<file path="src/rtl/mem_arbiter_if.sv">
// mem_arbiter bus bundle: fetch port (m0), load/store port (m1) and memory side.
// slave = arbiter view, master = requester/memory environment view.
interface mem_arbiter_if;
  logic        m0_req;
  logic [31:0] m0_addr;
  logic        m0_gnt;
  logic        m0_rvalid;
  logic [31:0] m0_rdata;
  logic        m0_err;

  logic        m1_req;
  logic        m1_we;
  logic [1:0]  m1_size;
  logic [31:0] m1_addr;
  logic [31:0] m1_wdata;
  logic        m1_gnt;
  logic        m1_rvalid;
  logic [31:0] m1_rdata;
  logic        m1_err;

  logic        mem_wen;
  logic [31:0] mem_addr;
  logic [31:0] mem_wdata;
  logic [31:0] mem_rdata;

  modport slave (
    input  m0_req, m0_addr,
    input  m1_req, m1_we, m1_size, m1_addr, m1_wdata,
    input  mem_rdata,
    output m0_gnt, m0_rvalid, m0_rdata, m0_err,
    output m1_gnt, m1_rvalid, m1_rdata, m1_err,
    output mem_wen, mem_addr, mem_wdata
  );

  modport master (
    output m0_req, m0_addr,
    output m1_req, m1_we, m1_size, m1_addr, m1_wdata,
    output mem_rdata,
    input  m0_gnt, m0_rvalid, m0_rdata, m0_err,
    input  m1_gnt, m1_rvalid, m1_rdata, m1_err,
    input  mem_wen, mem_addr, mem_wdata
  );
endinterface

</file>
<file path="src/rtl/mem_arbiter.sv">
// mem_arbiter: two-requester arbiter/sequencer for the single-port data memory.
// Sub-word stores are done as read-modify-write (IDLE read, RMW_WR write).
// MEM_ARB_RR_EN defined: round-robin on ties; undefined: m1 fixed priority.
module mem_arbiter #(
  parameter int unsigned MEM_BYTES = 32
) (
  input  logic         clk,
  input  logic         rst,
  mem_arbiter_if.slave bus
);

  localparam logic [31:0] MAX_ADDR = 32'(MEM_BYTES - 4);

  typedef enum logic {IDLE, RMW_WR} state_e;

  state_e      state_q, state_d;
  logic [31:0] rmw_addr_q, rmw_addr_d;
  logic [31:0] rmw_data_q, rmw_data_d;
  logic        rv0_q, rv0_d, rv1_q, rv1_d;
  logic        er0_q, er0_d, er1_q, er1_d;
  logic [31:0] rd0_q, rd0_d, rd1_q, rd1_d;
`ifdef MEM_ARB_RR_EN
  logic        last_q, last_d;   // 1 = m1 granted last
`endif

  logic        sel1;
  logic [31:0] win_addr;
  logic        win_we;
  logic        oor;
  logic        resp_v;
  logic        resp_to1;
  logic        resp_e;
  logic [31:0] resp_d;

  // winner selection among pending requesters
  always_comb begin
`ifdef MEM_ARB_RR_EN
    if (bus.m0_req && bus.m1_req) sel1 = ~last_q;
    else                          sel1 = bus.m1_req;
`else
    sel1 = bus.m1_req;
`endif
    win_addr = sel1 ? bus.m1_addr : bus.m0_addr;
    win_we   = sel1 & bus.m1_we;
    oor      = (win_addr > MAX_ADDR);
  end

  // next state, memory drive and response routing
  always_comb begin
    state_d       = state_q;
    rmw_addr_d    = rmw_addr_q;
    rmw_data_d    = rmw_data_q;
    resp_v        = 1'b0;
    resp_to1      = sel1;
    resp_e        = 1'b0;
    resp_d        = '0;
    bus.m0_gnt    = 1'b0;
    bus.m1_gnt    = 1'b0;
    bus.mem_wen   = 1'b0;
    bus.mem_addr  = '0;
    bus.mem_wdata = '0;
`ifdef MEM_ARB_RR_EN
    last_d        = last_q;
`endif
    case (state_q)
      IDLE: begin
        if (bus.m0_req || bus.m1_req) begin
          bus.m0_gnt = ~sel1;
          bus.m1_gnt = sel1;
`ifdef MEM_ARB_RR_EN
          last_d     = sel1;
`endif
          if (oor) begin
            resp_v = 1'b1;
            resp_e = 1'b1;
          end else if (!win_we) begin
            bus.mem_addr = win_addr;
            resp_v       = 1'b1;
            resp_d       = bus.mem_rdata;
          end else if (bus.m1_size[1]) begin
            bus.mem_wen   = 1'b1;
            bus.mem_addr  = win_addr;
            bus.mem_wdata = bus.m1_wdata;
            resp_v        = 1'b1;
          end else begin
            bus.mem_addr = win_addr;
            rmw_addr_d   = win_addr;
            rmw_data_d   = bus.m1_size[0] ? {bus.mem_rdata[31:16], bus.m1_wdata[15:0]}
                                          : {bus.mem_rdata[31:8],  bus.m1_wdata[7:0]};
            state_d      = RMW_WR;
          end
        end
      end
      RMW_WR: begin
        bus.mem_wen   = 1'b1;
        bus.mem_addr  = rmw_addr_q;
        bus.mem_wdata = rmw_data_q;
        resp_v        = 1'b1;
        resp_to1      = 1'b1;
        state_d       = IDLE;
      end
      default: state_d = IDLE;
    endcase

    rv0_d = resp_v & ~resp_to1;
    rv1_d = resp_v &  resp_to1;
    er0_d = resp_e & ~resp_to1;
    er1_d = resp_e &  resp_to1;
    rd0_d = resp_to1 ? '0 : resp_d;
    rd1_d = resp_to1 ? resp_d : '0;
  end

  // state and response registers
  always_ff @(posedge clk or posedge rst) begin
    if (rst) begin
      state_q    <= IDLE;
      rmw_addr_q <= '0;
      rmw_data_q <= '0;
      rv0_q      <= 1'b0;
      rv1_q      <= 1'b0;
      er0_q      <= 1'b0;
      er1_q      <= 1'b0;
      rd0_q      <= '0;
      rd1_q      <= '0;
`ifdef MEM_ARB_RR_EN
      last_q     <= 1'b1;
`endif
    end else begin
      state_q    <= state_d;
      rmw_addr_q <= rmw_addr_d;
      rmw_data_q <= rmw_data_d;
      rv0_q      <= rv0_d;
      rv1_q      <= rv1_d;
      er0_q      <= er0_d;
      er1_q      <= er1_d;
      rd0_q      <= rd0_d;
      rd1_q      <= rd1_d;
`ifdef MEM_ARB_RR_EN
      last_q     <= last_d;
`endif
    end
  end

  assign bus.m0_rvalid = rv0_q;
  assign bus.m0_rdata  = rd0_q;
  assign bus.m0_err    = er0_q;
  assign bus.m1_rvalid = rv1_q;
  assign bus.m1_rdata  = rd1_q;
  assign bus.m1_err    = er1_q;

endmodule

</file>
<file path="src/flat_wrapper.sv">
// flat-port wrapper written by rule: the top's interface ports become plain ports
module mem_arbiter_flat 
#(
  parameter int unsigned MEM_BYTES = 32
)
  (clk, rst, bus_m0_req, bus_m0_addr, bus_m1_req, bus_m1_we, bus_m1_size, bus_m1_addr, bus_m1_wdata, bus_mem_rdata, bus_m0_gnt, bus_m0_rvalid, bus_m0_rdata, bus_m0_err, bus_m1_gnt, bus_m1_rvalid, bus_m1_rdata, bus_m1_err, bus_mem_wen, bus_mem_addr, bus_mem_wdata);
  mem_arbiter_if bus_i ();
  input  logic clk;
  input  logic rst;
  input wire logic [$bits(bus_i.m0_req)-1:0] bus_m0_req;
  input wire logic [$bits(bus_i.m0_addr)-1:0] bus_m0_addr;
  input wire logic [$bits(bus_i.m1_req)-1:0] bus_m1_req;
  input wire logic [$bits(bus_i.m1_we)-1:0] bus_m1_we;
  input wire logic [$bits(bus_i.m1_size)-1:0] bus_m1_size;
  input wire logic [$bits(bus_i.m1_addr)-1:0] bus_m1_addr;
  input wire logic [$bits(bus_i.m1_wdata)-1:0] bus_m1_wdata;
  input wire logic [$bits(bus_i.mem_rdata)-1:0] bus_mem_rdata;
  output wire logic [$bits(bus_i.m0_gnt)-1:0] bus_m0_gnt;
  output wire logic [$bits(bus_i.m0_rvalid)-1:0] bus_m0_rvalid;
  output wire logic [$bits(bus_i.m0_rdata)-1:0] bus_m0_rdata;
  output wire logic [$bits(bus_i.m0_err)-1:0] bus_m0_err;
  output wire logic [$bits(bus_i.m1_gnt)-1:0] bus_m1_gnt;
  output wire logic [$bits(bus_i.m1_rvalid)-1:0] bus_m1_rvalid;
  output wire logic [$bits(bus_i.m1_rdata)-1:0] bus_m1_rdata;
  output wire logic [$bits(bus_i.m1_err)-1:0] bus_m1_err;
  output wire logic [$bits(bus_i.mem_wen)-1:0] bus_mem_wen;
  output wire logic [$bits(bus_i.mem_addr)-1:0] bus_mem_addr;
  output wire logic [$bits(bus_i.mem_wdata)-1:0] bus_mem_wdata;
  assign bus_i.m0_req = bus_m0_req;
  assign bus_i.m0_addr = bus_m0_addr;
  assign bus_i.m1_req = bus_m1_req;
  assign bus_i.m1_we = bus_m1_we;
  assign bus_i.m1_size = bus_m1_size;
  assign bus_i.m1_addr = bus_m1_addr;
  assign bus_i.m1_wdata = bus_m1_wdata;
  assign bus_i.mem_rdata = bus_mem_rdata;
  assign bus_m0_gnt = bus_i.m0_gnt;
  assign bus_m0_rvalid = bus_i.m0_rvalid;
  assign bus_m0_rdata = bus_i.m0_rdata;
  assign bus_m0_err = bus_i.m0_err;
  assign bus_m1_gnt = bus_i.m1_gnt;
  assign bus_m1_rvalid = bus_i.m1_rvalid;
  assign bus_m1_rdata = bus_i.m1_rdata;
  assign bus_m1_err = bus_i.m1_err;
  assign bus_mem_wen = bus_i.mem_wen;
  assign bus_mem_addr = bus_i.mem_addr;
  assign bus_mem_wdata = bus_i.mem_wdata;
  mem_arbiter #(.MEM_BYTES(MEM_BYTES)) u_core (.clk(clk), .rst(rst), .bus(bus_i));
endmodule
</file>
<file path="config.mk">
export PLATFORM = sky130hd
export DESIGN_NAME = mem_arbiter_flat
export DESIGN_NICKNAME = d
export VERILOG_FILES = /design/src/rtl/mem_arbiter_if.sv /design/src/rtl/mem_arbiter.sv /design/src/flat_wrapper.sv
export SDC_FILE = /design/constraint.sdc
export NUM_CORES = 1
export LEC_CHECK = 0
export ABC_CLOCK_PERIOD_IN_PS = 4500
export BUFFER_PORTS_ARGS = -buffer_cell sky130_fd_sc_hd__buf_4
export CAP_MARGIN = 20
export CORE_MARGIN = 2
export CORE_UTILIZATION = 40
export CTS_CLUSTER_SIZE = 8
export DETAILED_ROUTE_END_ITERATION = 12
export GPL_ROUTABILITY_DRIVEN = 0
export PLACE_DENSITY = 0.77
export SLEW_MARGIN = 20
export SYNTH_ARGS = -nofsm -noshare
export SYNTH_HDL_FRONTEND = slang
export SYNTH_SLANG_ARGS = --single-unit
</file>
<file path="constraint.sdc">
create_clock -name clk -period 4.5 [get_ports clk]
set_clock_uncertainty 0.1 [all_clocks]
set_input_delay 0.675 -clock clk [delete_from_list [all_inputs] [get_ports clk]]
set_output_delay 0.675 -clock clk [all_outputs]
set_load 0.05 [all_outputs]
</file>
* Word-level counts from Yosys, hierarchy flattened *
Cells that the tools add are included.

operators by class
  order comparisons = 1
  mux-type cells = 38
  bitwise logic cells = 10
  reduce and logical (&&, ||, !) cells = 2

operators by type and width
  operator               number
  $mux W32               13
  $pmux W32 S2           2
  $gt A32 B5 Y1 const B  1
  $mux W1                19
  $mux W16               1
  $pmux W1 S2            3
  $and A1 B1 Y1          5
  $not A1 Y1             5
  $reduce_and A5 Y1      1
  $logic_or A1 B1 Y1     1

storage, ports and cells
  bits in registers = 133
  input bits = 135
  word-level logic and storage cells = 60

* Depth between registers and ports, before layout *
Gate-level depths: netlist (run 1).

  depth after elaboration = 6
  depth in mapped cells = 9

* Worst setup path before layout (run 1) *
No wires, ideal clock.

  path kind = input to output
  start point = input port bus_m1_req
  end point = output port bus_mem_wdata[0]
  arrival = 2585 ps
  required time = 3725 ps
  path slack = 1140 ps
  stages = 8
  cell sequence = buf_6 or4_1 o22ai_1 and3_1 and3_2 buf_4 buf_6 a32o_1

between the ends
  word-level cells in the longest chain between the ends = 5
  elaborated cells between the ends (all ways) = 8
  those cells by class = order compare (1); mux (5); bitwise (1); reduce/logical (1)

ends and longest elaborated chain
  element                                           RTL line                              RTL
  start: declaration                                flat_wrapper.sv:12                    input wire logic [$bits(bus_i.m1_req)-1:0] bus_m1_req;
  $mux W32 / $and A1 B1 Y1 (equally long branches)  mem_arbiter.sv:43, mem_arbiter.sv:44
  $gt A32 B5 Y1 / $mux W32 (equally long branches)  mem_arbiter.sv:45, mem_arbiter.sv:76
  $mux W32                                          mem_arbiter.sv:73                     if (oor) begin
  $mux W32 (*)                                      mem_arbiter.sv:67                     if (bus.m0_req || bus.m1_req) begin
  $pmux W32 S2 (*)                                  mem_arbiter.sv:65                     case (state_q)
  end: declaration                                  flat_wrapper.sv:28                    output wire logic [$bits(bus_i.mem_wdata)-1:0] bus_mem_wdata;

Mark *: on every way between the ends. The rest lies on a longest branch, timed or not.

* Final worst setup path (run 1) *
  start point = input port bus_m1_req
  end point = output port bus_mem_wdata[9]

Same word-level chain as after synthesis.

==> flow_metrics.env, run 1 <==
export IMPL_start_util=0.4129
export IMPL_viasPerCell=5.206
export IMPL_crit_type="input pin to output port"
export IMPL_synth_edf_count=0
export IMPL_hold_buffers=0
export IMPL_final_core_util=0.6054
export IMPL_synth_seq_area_share=0.5740
export IMPL_io_buffers=269
export IMPL_drv_slew=0
export IMPL_total_power_mw=2.865
export IMPL_fmax_mhz=283.9
export IMPL_finalHoldViolCount=0
export IMPL_fin_tns_setup_ns=0
export IMPL_worstPathArrival_ns=2.75
export IMPL_r2r_start="u_core.state_q"
export IMPL_cts_sinks=133
export IMPL_ios=270
export IMPL_status="finished, final reports clean"
export IMPL_grt_pass1_wl_mm=27.17
export IMPL_worst_pin_slew_ns=0.9023
export IMPL_period_share=0.7827
export IMPL_dr_pass1_iters=5
export IMPL_ctsResizeCount=0
export IMPL_first_iter_violations=355
export IMPL_cts_buffers=17
export IMPL_die_area_mm2=0.01547
export IMPL_synth_compound_area_frac=0.07510
export IMPL_antenna_left=0
export IMPL_ys_ff_latch=133
export IMPL_postSynthAreaPerCell_um2=13.36
export IMPL_relSlewSlack=0.3985
export IMPL_ir_worst_vdd_mv=0.2136
export IMPL_synth_top_family_by_area="simple AND/OR/NAND/NOR gates"
export IMPL_cts_root_buf="clkbuf_16"
export IMPL_rsz0062_at_grt="no"
export IMPL_async_reset_ff_frac=1.000
export IMPL_die_h_um=124.4
export IMPL_cts_setup_buffers=0
export IMPL_nets=825
export IMPL_worstHoldPathType="input pin to async pin"
export IMPL_synth_distinct_cells=38
export IMPL_area_growth_pct=46.61
export IMPL_post_route_drc_count=0
export IMPL_clk_pin_slew_worst_paths_ns=0.06
export IMPL_globalRoute_totalOverflow=0
export IMPL_cts_buffer_depth=2
export IMPL_yosys_area_share_simple=0.1862
export IMPL_cts_tree="yes"
export IMPL_htreeDepth=4
export IMPL_r2r_cells=5
export IMPL_r2r_end="u_core.rmw_data_q[15]"
export IMPL_cp_end_kind="output port"
export IMPL_r2r_setup_slack_ns=2.32
export IMPL_antenna_found_initial=0
export IMPL_antennaDiodeCount=0
export IMPL_grt_usage=0.2181
export IMPL_min_period_ns=3.522
export IMPL_grt_max_degree=68
export IMPL_synth_xor_area_share=0
export IMPL_critPathLaunchType="input pin"
export IMPL_worstPathMaxFanout=29
export IMPL_netlist_instances=434
export IMPL_dp_hpwl_mm=11.71
export IMPL_setup_viol_count_final=0
export IMPL_ys_warnings_count=0
export IMPL_synth_area_mm2=0.005798
export IMPL_cap_viol_max_count=0
export IMPL_drive_gt1_frac=0.5092
export IMPL_worstPathRequired_ns=3.72
export IMPL_avgRoutedWirePerCell_um=19.28
export IMPL_power_density_mw_per_mm2=337.0
export IMPL_core_area_mm2=0.01404
export IMPL_synth_ff_type="dfrtp_1"
export IMPL_clock_latency_ns=0.40
export IMPL_synthAdderAreaFrac=0
export IMPL_p_leak_nw=4.675
export IMPL_syn_num_nets=569
export IMPL_wl_mm=17.03
export IMPL_rows=43
export IMPL_die_x_um=124.4
export IMPL_grt_pass1_vias=4983
export IMPL_via_count=4597
export IMPL_synth_mux_area_frac=0.1131
==> report_power, final <==
group	total, mW	switching [mW]	internal (mW)
sequential	1.20	0.000729	1.20
clock	1.47	0.537	0.936
combinational	0.193	0.0972	0.0957
total	2.86	0.635	2.23
==> stage by stage <==
stage          hold slack, ns  setup WS, ns  area (µm²)  std cells
4_1_cts                0.3496        0.9900        8501        883
5_1_grt                0.3951        0.8658        8501        883
2_1_floorplan          0.3442        0.1706        5798        434
3_5_place_dp           0.3624         1.001        7871        851
3_3_place_gp           0.3602         1.072        7870        851
6_report               0.3147        0.9778        8501        883
==> kinds of logic (layout without fill, tap and decap cells) <==
kind of cell	count (synthesis)	in the layout
mux	50	50
compound gates	43	43
simple gates	159	159
buf+inv	49	318
flops	133	133
==> routing by layer <==
| layer | wire [µm] | vias up | global-route usage |
|---|---|---|---|
| met1 | 7398 | 2313 | 0.2790 |
| met2 | 8430 | 183 | 0.3677 |
| met3 | 1041 | 12 | 0.06658 |
| met4 | 156 | 0 | 0.04494 |
| li1 | - | 2089 | - |
| met5 | 0 | - | 0 |
==> worst max-delay path by stage <==
stage / startpoint / endpoint / slack (ns) / cells past startpoint
floorplan: rst / u_core.bus.m0_err / 0.17 / 1
global placement: bus_m1_req / bus_mem_wdata[0] / 1.07 / 8
detailed placement: bus_m1_req / bus_mem_wdata[9] / 1.00 / 8
CTS: bus_m1_req / bus_mem_wdata[9] / 0.99 / 8
global route: bus_m1_req / bus_mem_wdata[13] / 0.87 / 8
finish: bus_m1_req / bus_mem_wdata[9] / 0.98 / 8
==> state kept, by name (all words and copies together), names as in the netlist <==
register	count
u_core.state_q	1
u_core.rmw_addr_q	32
u_core.bus.m1_err	1
u_core.bus.m0_rdata	32
u_core.bus.m1_rdata	32
u_core.bus.m0_rvalid	1
u_core.bus.m0_err	1
u_core.rmw_data_q	32
u_core.bus.m1_rvalid	1
==> cell usage after synthesis, types with 6 or more instances <==
master / number / area, µm²
a22o_1: 6 / 52.55
a32o_1: 32 / 320.3
and2_1: 55 / 344.1
and3_1: 35 / 219.0
and4_1: 32 / 280.3
clkbuf_1: 25 / 93.84
dfrtp_1: 133 / 3328
inv_1: 8 / 30.03
mux2_2: 12 / 135.1
mux2_4: 28 / 420.4
mux2i_1: 10 / 100.1
nor2_1: 11 / 41.29
nor4_1: 6 / 37.54
==> cells in the final DEF, fill, tap and decap left out, types with 2 or more instances in the layout <==
cell type and n:
bufinv_16 4, nor4_1 6, inv_1 7, mux2i_1 10, and4_1 32, clkinv_4 2, and2_1 55, clkinvlp_4 3
a22o_1 6, and3_1 35, buf_4 276, dfrtp_1 132, nor3_1 3, nand4_1 2, nand2_2 2, inv_6 4
mux2_4 28, clkbuf_16 17, nand2_1 3, a32o_1 32, buf_12 2, mux2_2 12, nor2_1 11
==> cell type report <==
cell class                 instances  area (µm²)
multi-input combinational        252        2172
inverter                           8       32.53
fill                            1091        5542
clock buffer                      18       429.2
tap                              180       225.2
sequential                       133        3329
clock inverter                    14       200.2
timing repair buffer             278        2112
==> critical path: stages <==
cell	delay (ns)
buf_4	0.19
or4_1	0.54
o22ai_1	0.18
and3_1	0.19
and3_2	0.21
buf_4	0.29
a32o_1	0.24
buf_4	0.20
Power figures use the tool's default switching activity.
==> run 2, diff against run 1 <==
ABC_CLOCK_PERIOD_IN_PS = 2900   (was 4500)
clock period = 2.9 ns   (was 4.5 ns; I/O delays follow)
==> run 2 against run 1 <==
  * Non-clock buffer count increased by 9
  * Combinational power increased by 60%
  * Sequential power increased by 55%
  * Sequential cell count unchanged
  * Clock power increased by 53%
  * Largest cell class unchanged
==> flow_metrics.env, run 2 (synthesis gave the netlist of run 1 again) <==
export IMPL_p_leak_nw=4.744
export IMPL_min_period_ns=2.844
export IMPL_r2r_start="u_core.state_q"
export IMPL_use_met1=0.2645
export IMPL_clk_pin_slew_worst_paths_ns=0.06
export IMPL_cts_root_buf="clkbuf_16"
export IMPL_die_x_um=124.4
export IMPL_nets=834
export IMPL_whs_ns=0.1206
export IMPL_multiInputGateArea_mm2=0.002182
export IMPL_antenna_found_initial=0
export IMPL_grt_usage=0.2189
export IMPL_htreeDepth=4
export IMPL_drv_slew=0
export IMPL_worstPathMaxFanout=29
export IMPL_ios=270
export IMPL_finalHoldViolCount=0
export IMPL_start_util=0.4129
export IMPL_avgRoutedWirePerCell_um=18.97
export IMPL_antenna_left=0
export IMPL_met2_usage=0.3600
export IMPL_n_fill_cell=1095
export IMPL_area_growth_pct=49.12
export IMPL_die_area_mm2=0.01547
export IMPL_r2r_setup_slack_ns=0.84
export IMPL_hold_buffers=0
export IMPL_cts_sinks=133
export IMPL_dp_hpwl_mm=11.67
export IMPL_globalRoute_totalOverflow=0
export IMPL_clock_latency_ns=0.41
export IMPL_via_count=4661
export IMPL_grt_pass1_wl_mm=26.88
export IMPL_busiest_layer="met2"
export IMPL_cp_end_kind="output port"
export IMPL_power_density_mw_per_mm2=511.6
export IMPL_first_iter_violations=253
export IMPL_cts_tree="yes"
export IMPL_post_route_drc_count=0
export IMPL_die_h_um=124.4
export IMPL_core_area_mm2=0.01404
export IMPL_fmax_mhz=351.6
export IMPL_layout_common_cells="buf_4 (275), dfrtp_1 (132), and2_1 (56)"
export IMPL_rows=43
export IMPL_grt_util_met3=0.07088
export IMPL_dr_pass1_iters=4
export IMPL_final_common_cell="buf_4"
export IMPL_status="finished, final reports clean"
export IMPL_antennaDiodeCount=0
export IMPL_worst_pin_slew_ns=0.6994
export IMPL_r2r_cells=5
export IMPL_worstPathRequired_ns=2.37
export IMPL_relSlewSlack=0.5337
export IMPL_grt_pass1_vias=4990
export IMPL_seq_area_mm2=0.003329
export IMPL_worstHoldPathType="input pin to async pin"
export IMPL_cts_buffer_depth=2
export IMPL_crit_type="input pin to output port"
export IMPL_r2r_end="u_core.rmw_data_q[11]"
export IMPL_io_buffers=269
export IMPL_total_power_mw=4.423
export IMPL_ir_worst_vdd_mv=0.3688
export IMPL_cap_viol_max_count=0
export IMPL_wl_mm=16.93
export IMPL_period_share=0.9808
export IMPL_grt_max_degree=134
export IMPL_drive_gt1_frac=0.5183
export IMPL_viasPerCell=5.225
export IMPL_worstPathArrival_ns=2.31
export IMPL_setup_viol_count_final=0
export IMPL_cts_buffers=17
export IMPL_critPathLaunchType="input pin"
==> run 2: final cells by class <==
cell class              instances  area share
clock buffers                  17     0.04920
clock inverters                15     0.02330
inverters                       8    0.003907
multi-input cells             252      0.2524
flip-flops and latches        133      0.3851
well taps                     180     0.02605
repair buffers                287      0.2601
==> run 2: worst max-delay path, stage by stage <==
cell and delay (ns):
buf_4 0.16, or4_1 0.54, o22ai_2 0.15, and3_1 0.19, and3_4 0.25, buf_12 0.19, a32o_1 0.19, buf_4 0.20
==> run 2: worst max-delay path by stage <==
stage,from,to,slack [ns]
after floorplan,bus_m1_req,bus_mem_wdata[0],0.02
after global placement,bus_m1_req,bus_mem_wen,0.08
after detailed placement,bus_m1_req,bus_mem_wdata[9],0.01
after CTS,bus_m1_req,bus_mem_wdata[9],0.008
after global routing,bus_m1_req,bus_mem_wdata[20],-0.001
final,bus_m1_req,bus_mem_wdata[23],0.06
==> run 2: metal layers <==
layer / up-vias / wire (µm)
met5: - / 0
met4: 0 / 384
met3: 33 / 1219
met2: 196 / 8380
met1: 2315 / 6940
li1: 2117 / -
==> run 2: stage by stage <==
stage / setup WS [ns] / setup TNS [ns] / instance area, µm² / instances / util
2_1_floorplan: 0.01968 / 0 / 5802 / 434 / -
3_3_place_gp: 0.08306 / 0 / 7956 / 859 / 0.5666
3_5_place_dp: 0.01036 / 0 / 7956 / 859 / 0.5666
4_1_cts: 0.007887 / 0 / 8583 / 891 / 0.6112
5_1_grt: -0.001190 / -0.001999 / 8646 / 892 / 0.6157
6_report: 0.05555 / 0 / 8646 / 892 / 0.6157
==> run 2: what timing repair did <==
item / CTS / global route
endpoints found under the setup margin: 0 / 36
gates resized for setup: 0 / 10
buffers inserted: 0 / 0
==> run 2: power breakdown <==
group | switching [mW] | total (mW) | internal [mW]
Clock | 0.811 | 2.25 | 1.44
Combinational | 0.153 | 0.308 | 0.155
Sequential | 0.000801 | 1.86 | 1.86
==> run 3, diff against run 2 <==
CORE_UTILIZATION = 35   (was 40)
PLACE_DENSITY = 0.69   (was 0.77)
==> run 3 against run 2 <==
  * Global-route usage fell by 2.4 points
  * Routed wire length rose by 1.4%
  * Combinational power barely moved
  * Sequential share of layout area fell by 0.44 points
  * Critical endpoint is now bus_mem_wdata[18]
  * Worst hold slack improved by 0.052 ns
  * Die area rose by 14%
  * Critical path depth did not move
  * Sequential power barely moved
==> flow_metrics.env, run 3 (synthesis gave the netlist of run 1 again) <==
export IMPL_final_area_mm2=0.008745
export IMPL_placedInstanceArea_mm2=0.008006
export IMPL_cts_buffers=17
export IMPL_grt_usage=0.1953
export IMPL_viasPerCell=5.013
export IMPL_r2r_start="u_core.state_q"
export IMPL_pwr_share_seq=0.447
export IMPL_status="finished, final reports clean"
export IMPL_first_iter_violations=171
export IMPL_worstHoldPathType="input pin to flip-flop"
export IMPL_hold_depth=2
export IMPL_worstPathRequired_ns=2.37
export IMPL_grt_pass1_wl_mm=26.97
export IMPL_cts_buffer_depth=2
export IMPL_met2_usage=0.3230
export IMPL_antenna_left=0
export IMPL_cts_tree="yes"
export IMPL_r2r_setup_slack_ns=0.88
export IMPL_drv_slew=0
export IMPL_drive_gt1_frac=0.5196
export IMPL_io_buffers=269
export IMPL_grt_pass1_vias=4972
export IMPL_worstPathMaxFanout=20
export IMPL_dr_pass1_iters=4
export IMPL_globalRoute_totalOverflow=0
export IMPL_busiest_layer="met2"
export IMPL_wl_mm=17.17
export IMPL_min_period_ns=2.849
export IMPL_area_growth_pct=50.82
export IMPL_cts_sinks=133
export IMPL_clk_pin_slew_worst_paths_ns=0.06
export IMPL_cp_startpoint="bus_m1_req"
export IMPL_crit_type="input pin to output port"
export IMPL_dp_hpwl_mm=11.65
export IMPL_antennaDiodeCount=0
export IMPL_power_share_clock=0.478
export IMPL_relSlewSlack=0.5474
export IMPL_critPathLaunchType="input pin"
export IMPL_r2r_cells=5
export IMPL_fmax_mhz=351.1
export IMPL_die_h_um=132.7
export IMPL_ir_worst_vdd_mv=0.3723
export IMPL_power_frac_comb=0.074
export IMPL_via_count=4682
export IMPL_fin_tns_setup_ns=0
export IMPL_whs_ns=0.1723
export IMPL_cap_viol_max_count=0
export IMPL_n_fill_cell=1411
export IMPL_clock_latency_ns=0.40
export IMPL_die_area_mm2=0.01761
export IMPL_p_leak_nw=4.754
export IMPL_setup_viol_count_final=0
export IMPL_nets=837
export IMPL_core_area_mm2=0.01641
export IMPL_post_route_drc_count=0
export IMPL_final_common_cell="buf_4"
export IMPL_finalHoldViolCount=0
export IMPL_ios=270
export IMPL_htreeDepth=4
export IMPL_layout_common_cells="buf_4 (259), dfrtp_1 (132), and2_1 (56)"
export IMPL_worst_pin_slew_ns=0.6789
export IMPL_cp_end_kind="output port"
export IMPL_total_power_mw=4.159
export IMPL_swShare=0.2290
export IMPL_grt_max_degree=86
export IMPL_worstPathArrival_ns=2.31
export IMPL_die_x_um=132.7
export IMPL_worstHoldStart="bus_m1_wdata[1]"
export IMPL_use_met1=0.2453
export IMPL_start_util=0.3534
export IMPL_power_density_mw_per_mm2=475.6
export IMPL_avgRoutedWirePerCell_um=18.38
export IMPL_antenna_found_initial=0
export IMPL_cts_root_buf="clkbuf_16"
export IMPL_grt_util_met3=0.05441
export IMPL_rows=47
export IMPL_intPower_mw=3.207
export IMPL_p_sw_mw=0.9526
export IMPL_period_share=0.9823
run 3: path summary, 6_finish.rpt:
| kind | to |
|---|---|
| max | bus_mem_wdata[18] |
| min | u_core.rmw_data_q[1] |
| max reg2reg | u_core.rmw_data_q[7] |
| min reg2reg | u_core.rmw_addr_q[26] |
| max in group asynchronous | u_core.rmw_addr_q[7] |
| min in group asynchronous | u_core.bus.m1_rvalid |
run 3: per-stage QoR:
step,util,setup slack [ns],cells
finish,0.5330,0.05146,934
global route,0.5330,-0.01879,934
CTS,0.5267,0.03750,934
detailed placement,0.4880,-0.03024,899
global placement,0.4880,0.03322,899
floorplan,-,0.01968,434
run 3: layer usage:
layer | share of wire | vias to the layer above | wire length (µm)
li1 | - | 2125 | -
met1 | 0.42 | 2346 | 7190
met2 | 0.49 | 186 | 8489
met3 | 0.068 | 25 | 1161
met4 | 0.019 | 0 | 327
met5 | 0 | - | 0
run 3: timing repair:
| action | CTS | global route |
|---|---|---|
| setup buffers | 1 | 0 |
| cloned | 2 | 0 |
| hold endpoints to repair | 15 | 0 |
| setup endpoints to repair | 24 | 36 |
| resized for setup | 1 | 27 |
| hold buffers | 1 | 0 |
run 3: layout make-up:
class / count / area [µm²] / share of cell area
Clock inverter: 13 / 110.1 / 0.01259
Multi-Input combinational cell: 252 / 2187 / 0.2501
Sequential cell: 133 / 3329 / 0.3807
Clock buffer: 18 / 439.2 / 0.05022
Inverter: 8 / 33.78 / 0.003863
Tap cell: 220 / 275.3 / 0.03148
Timing Repair Buffer: 290 / 2370 / 0.2710
run 3: power groups by stage:
| stage | clock network (mW) | registers [mW] | logic, mW |
|---|---|---|---|
| floorplan | 0 | 1.90 | 0.0933 |
| global placement | 0 | 1.89 | 0.300 |
| detailed placement | 0 | 1.89 | 0.309 |
| CTS | 2.03 | 1.86 | 0.311 |
| global route | 2.12 | 1.86 | 0.335 |
| finish | 1.99 | 1.86 | 0.309 |
run 3: worst max-delay path, stage by stage:
cell and delay [ns]:
buf_4 0.16, or4_1 0.56, o22ai_2 0.17, and3_4 0.20
and3_4 0.22, buf_12 0.17, a32o_1 0.18, buf_4 0.20
